===== src/rtl/sys_parameter_pkg.sv =====
// Shared constants and types for the SYS_Parameter handshake block.
//   - Avalon word addresses, status/control bit positions, ID word
//   - handshake FSM state encoding
package sys_parameter_pkg;

  localparam logic [1:0] ADDR_DATA   = 2'd0;
  localparam logic [1:0] ADDR_STATUS = 2'd1;
  localparam logic [1:0] ADDR_CTRL   = 2'd2;
  localparam logic [1:0] ADDR_ID     = 2'd3;

  localparam int STAT_UNDERFLOW  = 16;
  localparam int STAT_TIMEOUT    = 17;

  localparam int CTRL_FLUSH      = 0;
  localparam int CTRL_CLR_STICKY = 1;

  // "PHS1"
  localparam logic [31:0] PARAM_HS_ID = 32'h5048_5331;

  typedef enum logic [1:0] {
    HOLDOFF = 2'd0,
    IDLE    = 2'd1,
    NOTIFY  = 2'd2,
    RELEASE = 2'd3
  } hs_state_t;

endpackage


===== src/rtl/sys_parameter_handshake_fifo.sv =====
// param_fifo: synchronous word FIFO.
//   clk, reset_n      clock / async active-low reset
//   push, wdata       enqueue (ignored when full or flushing)
//   pop               dequeue (ignored when empty or flushing)
//   flush             empty the FIFO; wins over push and pop
//   head              word at the read pointer (stale when empty)
//   count, full, empty occupancy
module param_fifo #(
  parameter int DATA_W = 32,
  parameter int DEPTH  = 8
) (
  input  logic                     clk,
  input  logic                     reset_n,
  input  logic                     push,
  input  logic [DATA_W-1:0]        wdata,
  input  logic                     pop,
  input  logic                     flush,
  output logic [DATA_W-1:0]        head,
  output logic [$clog2(DEPTH):0]   count,
  output logic                     full,
  output logic                     empty
);

  localparam int AW = $clog2(DEPTH);

  logic [DATA_W-1:0] mem [DEPTH];
  logic [AW-1:0]     wr_ptr, rd_ptr;
  logic              do_push, do_pop;

  assign full    = (count == (AW+1)'(DEPTH));
  assign empty   = (count == '0);
  assign do_push = push & ~full  & ~flush;
  assign do_pop  = pop  & ~empty & ~flush;
  assign head    = mem[rd_ptr];

  always_ff @(posedge clk) begin
    if (do_push) mem[wr_ptr] <= wdata;
  end

  // Pointers wrap naturally: DEPTH is a power of two.
  always_ff @(posedge clk or negedge reset_n) begin
    if (!reset_n) begin
      wr_ptr <= '0;
      rd_ptr <= '0;
      count  <= '0;
    end else if (flush) begin
      wr_ptr <= '0;
      rd_ptr <= '0;
      count  <= '0;
    end else begin
      if (do_push) wr_ptr <= wr_ptr + 1'b1;
      if (do_pop)  rd_ptr <= rd_ptr + 1'b1;
      case ({do_push, do_pop})
        2'b10:   count <= count + 1'b1;
        2'b01:   count <= count - 1'b1;
        default: count <= count;
      endcase
    end
  end

endmodule


===== src/rtl/sys_parameter_handshake.sv =====
// sys_parameter_handshake: buffers observer parameter words and notifies the
// CPU through the SYS_Parameter GPIO by pulling notify_n low; the CPU drains
// words over Avalon-MM and acknowledges by pulsing the GPIO out_port (ack_in).
//   clk, reset_n                   clock / async active-low reset
//   s_valid, s_data, s_ready       producer stream (s_ready = ~full)
//   address, chipselect, read_n,
//   write_n, writedata, readdata   Avalon-MM slave, readdata latency 1
//   notify_n                       to GPIO in_port, low = words pending
//   ack_in                         from GPIO out_port
// Optional: define PARAM_HS_TIMEOUT_EN to release NOTIFY after
// TIMEOUT_CYCLES without an acknowledge and set the sticky timeout bit.
module sys_parameter_handshake
  import sys_parameter_pkg::*;
#(
  parameter int DATA_W         = 32,
  parameter int DEPTH          = 8,
  parameter int MIN_HIGH       = 4,
  parameter int TIMEOUT_CYCLES = 65535
) (
  input  logic              clk,
  input  logic              reset_n,
  input  logic              s_valid,
  input  logic [DATA_W-1:0] s_data,
  output logic              s_ready,
  input  logic [1:0]        address,
  input  logic              chipselect,
  input  logic              read_n,
  input  logic              write_n,
  input  logic [31:0]       writedata,
  output logic [31:0]       readdata,
  output logic              notify_n,
  input  logic              ack_in
);

  localparam int HW = $clog2(MIN_HIGH);

  // ---------------------------------------------------------------- FIFO
  logic [DATA_W-1:0]      head;
  logic [$clog2(DEPTH):0] count;
  logic                   full, empty;
  logic                   push, pop, pop_req, flush, clr_sticky, ctrl_wr;

  assign s_ready    = ~full;
  assign push       = s_valid & s_ready;
  assign pop_req    = chipselect & ~read_n & (address == ADDR_DATA);
  assign pop        = pop_req & ~empty;
  assign ctrl_wr    = chipselect & ~write_n & (address == ADDR_CTRL);
  assign flush      = ctrl_wr & writedata[CTRL_FLUSH];
  assign clr_sticky = ctrl_wr & writedata[CTRL_CLR_STICKY];

  param_fifo #(.DATA_W(DATA_W), .DEPTH(DEPTH)) u_fifo (
    .clk    (clk),
    .reset_n(reset_n),
    .push   (push),
    .wdata  (s_data),
    .pop    (pop),
    .flush  (flush),
    .head   (head),
    .count  (count),
    .full   (full),
    .empty  (empty)
  );

  // ------------------------------------------------------- sticky status
  logic underflow_q, timeout_q, tmo_hit;

  // A new event in the same cycle as a clear is kept so it is never lost.
  always_ff @(posedge clk or negedge reset_n) begin
    if (!reset_n) begin
      underflow_q <= 1'b0;
      timeout_q   <= 1'b0;
    end else begin
      if (pop_req && empty) underflow_q <= 1'b1;
      else if (clr_sticky)  underflow_q <= 1'b0;
      if (tmo_hit)          timeout_q   <= 1'b1;
      else if (clr_sticky)  timeout_q   <= 1'b0;
    end
  end

  // -------------------------------------------------------- read decode
  logic [31:0] rd_mux, cnt32;

  assign cnt32 = 32'(count);

  always_comb begin
    rd_mux = '0;
    case (address)
      ADDR_DATA:   if (!empty) rd_mux[DATA_W-1:0] = head;
      ADDR_STATUS: begin
        rd_mux[STAT_TIMEOUT]   = timeout_q;
        rd_mux[STAT_UNDERFLOW] = underflow_q;
        rd_mux[3:0]            = cnt32[3:0];
      end
      ADDR_CTRL:   rd_mux = 32'(DEPTH);
      default:     rd_mux = PARAM_HS_ID;
    endcase
  end

  always_ff @(posedge clk or negedge reset_n) begin
    if (!reset_n) readdata <= '0;
    else          readdata <= rd_mux;
  end

  // -------------------------------------------------------- handshake FSM
  hs_state_t     state, state_nxt;
  logic [HW-1:0] hcnt, hcnt_nxt;
  logic          ack_q, ack_rise, wdog_hit;

  assign ack_rise = ack_in & ~ack_q;

`ifdef PARAM_HS_TIMEOUT_EN
  localparam int TW = $clog2(TIMEOUT_CYCLES + 1);
  logic [TW-1:0] wdog;

  // Counts cycles spent in NOTIFY; cleared in every other state.
  always_ff @(posedge clk or negedge reset_n) begin
    if (!reset_n)              wdog <= '0;
    else if (state != NOTIFY)  wdog <= '0;
    else                       wdog <= wdog + 1'b1;
  end

  assign wdog_hit = (state == NOTIFY) && (wdog == TW'(TIMEOUT_CYCLES - 1));
`else
  assign wdog_hit = 1'b0;
`endif

  always_comb begin
    state_nxt = state;
    hcnt_nxt  = '0;
    tmo_hit   = 1'b0;
    case (state)
      HOLDOFF: begin
        if (hcnt == HW'(MIN_HIGH - 1)) state_nxt = IDLE;
        else                           hcnt_nxt  = hcnt + 1'b1;
      end
      IDLE:    if (count != '0 && !ack_q) state_nxt = NOTIFY;
      NOTIFY: begin
        // Only an ack (or the watchdog) leaves NOTIFY; a flush does not.
        if (ack_rise) state_nxt = RELEASE;
        else if (wdog_hit) begin
          state_nxt = RELEASE;
          tmo_hit   = 1'b1;
        end
      end
      RELEASE: if (!ack_in) state_nxt = HOLDOFF;
      default: state_nxt = HOLDOFF;
    endcase
  end

  // notify_n is a pure register decode of the current state, so the line
  // never glitches and always sees HOLDOFF+IDLE high time before falling.
  always_ff @(posedge clk or negedge reset_n) begin
    if (!reset_n) begin
      state    <= HOLDOFF;
      hcnt     <= '0;
      ack_q    <= 1'b0;
      notify_n <= 1'b1;
    end else begin
      state    <= state_nxt;
      hcnt     <= hcnt_nxt;
      ack_q    <= ack_in;
      notify_n <= (state != NOTIFY);
    end
  end

endmodule

===== config.mk =====
export PLATFORM = sky130hd
export DESIGN_NAME = sys_parameter_handshake
export DESIGN_NICKNAME = d
export VERILOG_FILES = /design/src/rtl/sys_parameter_pkg.sv /design/src/rtl/sys_parameter_handshake_fifo.sv /design/src/rtl/sys_parameter_handshake.sv
export SDC_FILE = /design/constraint.sdc
export NUM_CORES = 1
export LEC_CHECK = 0
export CORE_AREA = 5 5 152 154
export CTS_CLUSTER_DIAMETER = 150
export CTS_CLUSTER_SIZE = 20
export DETAILED_ROUTE_END_ITERATION = 10
export DIE_AREA = 0 0 157 159
export DONT_BUFFER_PORTS = 1
export PLACE_DENSITY = 0.78
export SYNTH_ARGS = -nofsm -noshare
export SYNTH_HDL_FRONTEND = slang
export SYNTH_SLANG_ARGS = --single-unit
export TNS_END_PERCENT = 1

===== constraint.sdc =====
create_clock -name clk -period 4.4 [get_ports clk]
set_input_delay 0.88 -clock clk [delete_from_list [all_inputs] [get_ports clk]]
set_output_delay 0.88 -clock clk [all_outputs]
set_load 0.05 [all_outputs]

==> impl_metrics.env <==
export IMPL_grt_max_degree=50
export IMPL_drc=0
export IMPL_die_width_um=157
export IMPL_portBuffers=0
export IMPL_layout_common_cells="256 x edfxtp_1, 64 x mux4_2, 45 x dfrtp_1"
export IMPL_power_mw=7.49
export IMPL_grt_pass1_wl_um=33500
export IMPL_coreArea_mm2=0.0216
export IMPL_period_share_pct=67.4
export IMPL_synthesis_area_mm2=0.0116
export IMPL_finish_utilization_pct=58.4
export IMPL_rsz0062_at_grt="no"
export IMPL_netlist_instances=561
export IMPL_ant_nets=0
export IMPL_grt_ovfl_total=0
export IMPL_rows=54
export IMPL_criticalPathCategory="reg -> reg"
export IMPL_ir_drop_uv=292
export IMPL_layout_cells_non_filler=863
export IMPL_synth_top_area_share_pct=66.0
export IMPL_dieArea_mm2=0.0250
export IMPL_synth_edf_count=256
export IMPL_grt_pass1_vias=5498
export IMPL_vias_per_cell=5.96
export IMPL_holdBufCountCts=0
export IMPL_maxClockFrequency_mhz=337
export IMPL_yosys_register_bits=305
export IMPL_fin_area_mm2=0.0126
export IMPL_combPwrFrac_pct=21.4
export IMPL_synthArstFlopShare_pct=16.1
export IMPL_hold_viol_final=0
export IMPL_setup_ws_ns=1.44
export IMPL_dpl_instance_area_mm2=0.0120
export IMPL_avgSynthCellArea_um2=20.8
export IMPL_cp_end_kind="register"
export IMPL_hp_class="in -> async"
export IMPL_wire_per_inst_um=25.0
export IMPL_cp_max_fo=9
export IMPL_cts_buffers=19
export IMPL_clock_skew_ns=0.0180
export IMPL_yosysTopAreaCell="edfxtp_1"
export IMPL_nFillCells=1492
export IMPL_routabilityCongestion=0.758
export IMPL_fin_crit_ns=2.96
export IMPL_ctsHtreeMaxLevel=1
export IMPL_cts_tree="built"
export IMPL_final_layout_size_suffix_gt1_share_pct=20.6
export IMPL_tightest_slew_ns=1.08
export IMPL_leakagePower_nw=4.11
export IMPL_clock_sinks=305
export IMPL_power_density_mw_per_mm2=595
export IMPL_first_pass_iters=4
export IMPL_drv_slew=0
export IMPL_clock_latency_ns=0.49
export IMPL_ctsResizeCount=0
export IMPL_start_util_pct=54.0
export IMPL_p_sw_share_pct=29.7
export IMPL_power_frac_clock_pct=22.5
export IMPL_dp_slack_ns=1.22
export IMPL_p_sw_mw=2.22
export IMPL_cts_buffer_depth=3
export IMPL_drt_iter0_drc=475
export IMPL_p_int_mw=5.27
export IMPL_p_seq_share_pct=56.2
export IMPL_postCtsSetupRepairBufs=0
export IMPL_dp_hpwl_um=12300
export IMPL_yosys_warnings=0
export IMPL_clockRootBuffer="clkbuf_16"
export IMPL_grtUsageTotal_pct=17.6
export IMPL_syn_nets=647
export IMPL_timing_slew_headroom_pct=27.8
export IMPL_placedCellCount=830
export IMPL_synthFlopType="edfxtp_1"
export IMPL_area_growth_pct=8.09
export IMPL_fin_hold_ws_ns=0.0747
export IMPL_finalSetupTns_ns=0
export IMPL_crit_path_start_kind="register"
export IMPL_netlist_top_cells_area="edfxtp_1 66%, mux4_2 12%, dfrtp_1 10%"
export IMPL_required_ns=4.81
export IMPL_die_y_um=159
export IMPL_boundaryPins=107
export IMPL_layout_cells_most_common="edfxtp_1"
export IMPL_setup_violations_final=0
export IMPL_clk_pin_slew_ns=0.08
export IMPL_vias=5140
export IMPL_synthDistinctLibCells=42
export IMPL_status="finished clean"
export IMPL_wl_um=21600
export IMPL_maxCapViolations=0
export IMPL_synth_seq_area_share_pct=76.6
export IMPL_cp_data_arrival_time_ns=3.37
export IMPL_antenna_found_initial=0
export IMPL_antenna_cells=0
export IMPL_finalNetCount=657
==> power groups by stage <==
stage	Clock, mW	Sequential (mW)	Combinational, mW
final	1.68	4.21	1.60
after global routing	1.84	4.28	1.76
after CTS	1.72	4.23	1.64
after detailed placement	0	4.29	1.63
after global placement	0	4.25	1.58
after floorplan	0	4.04	1.40
==> flip-flops by register name (all words and copies together), names as in the netlist <==
signal and flops:
hcnt 2, readdata 32, ack_q 1, underflow_q 1, u_fifo.count 4, state 2, u_fifo.rd_ptr 3, notify_n 1
u_fifo.wr_ptr 3, u_fifo.mem 256
==> layout make-up <==
type	instances	area, um2	area share (%)
Inverter	7	26.3	0.209
Timing Repair Buffer	14	105	0.835
Sequential cell	305	8920	70.9
Clock buffer	32	524	4.17
Clock inverter	1	16.3	0.129
Multi-Input combinational cell	224	2640	21.0
Tap cell	280	350	2.78
==> critical path, stage by stage (launching register included) <==
cell and delay [ns]:
dfrtp_1 0.48, or4b_4 0.73, a211oi_4 0.43, and2_4 0.22, xor2_1 0.16, ha_1 0.22
nor2_1 0.07, xor2_1 0.15, a22o_2 0.26, nor3_1 0.15
==> synth_stat cells, types with 2 or more instances <==
cell      instances
edfxtp_1        256
mux4_2           64
dfrtp_1          48
mux2i_1          34
nor2_1           32
o21ai_0          21
ha_1             13
nand2_1          12
clkbuf_1          8
buf_1             7
buf_2             7
inv_1             7
a21oi_1           5
nor3_1            5
xor2_1            5
nand2b_1          4
nand3_1           3
buf_6             2
nand4_1           2
nand4b_1          2
or2_2             2
xnor2_1           2
==> worst paths after layout <==
path / start / to / slack (ns) / cells past startpoint
min in group clk: ack_in / ack_q / 0.41 / 0
min reg2reg: hcnt[0] / hcnt[0] / 0.44 / 1
max in group asynchronous: reset_n / notify_n / 4.15 / 0
max: u_fifo.count[0] / u_fifo.count[2] / 1.44 / 9
min: reset_n / readdata[6] / 0.07 / 0
max reg2reg: u_fifo.count[0] / u_fifo.count[2] / 1.44 / 9
==> cells by family after synthesis <==
| kind of cell | count (synthesis) | share of synthesized area, % |
|---|---|---|
| flip-flops | 305 | 76.6 |
| multiplexers | 99 | 15.4 |
| AND/OR/NAND/NOR | 74 | 3.25 |
| buffers and inverters | 32 | 1.27 |
| AO/OA/AOI/OAI | 31 | 1.60 |
| adder cells (fa/ha/maj) | 13 | 1.40 |
| XOR/XNOR | 7 | 0.527 |
==> metal layers <==
metal | vias up | routed length, um | GRT usage, %
met5 | - | 0 | 0
met4 | 0 | 276 | 3.00
met3 | 19 | 1640 | 3.56
met2 | 164 | 11200 | 29.4
met1 | 2706 | 8430 | 24.6
li1 | 2251 | - | -
No activity file was read; power rests on OpenSTA's default activity.
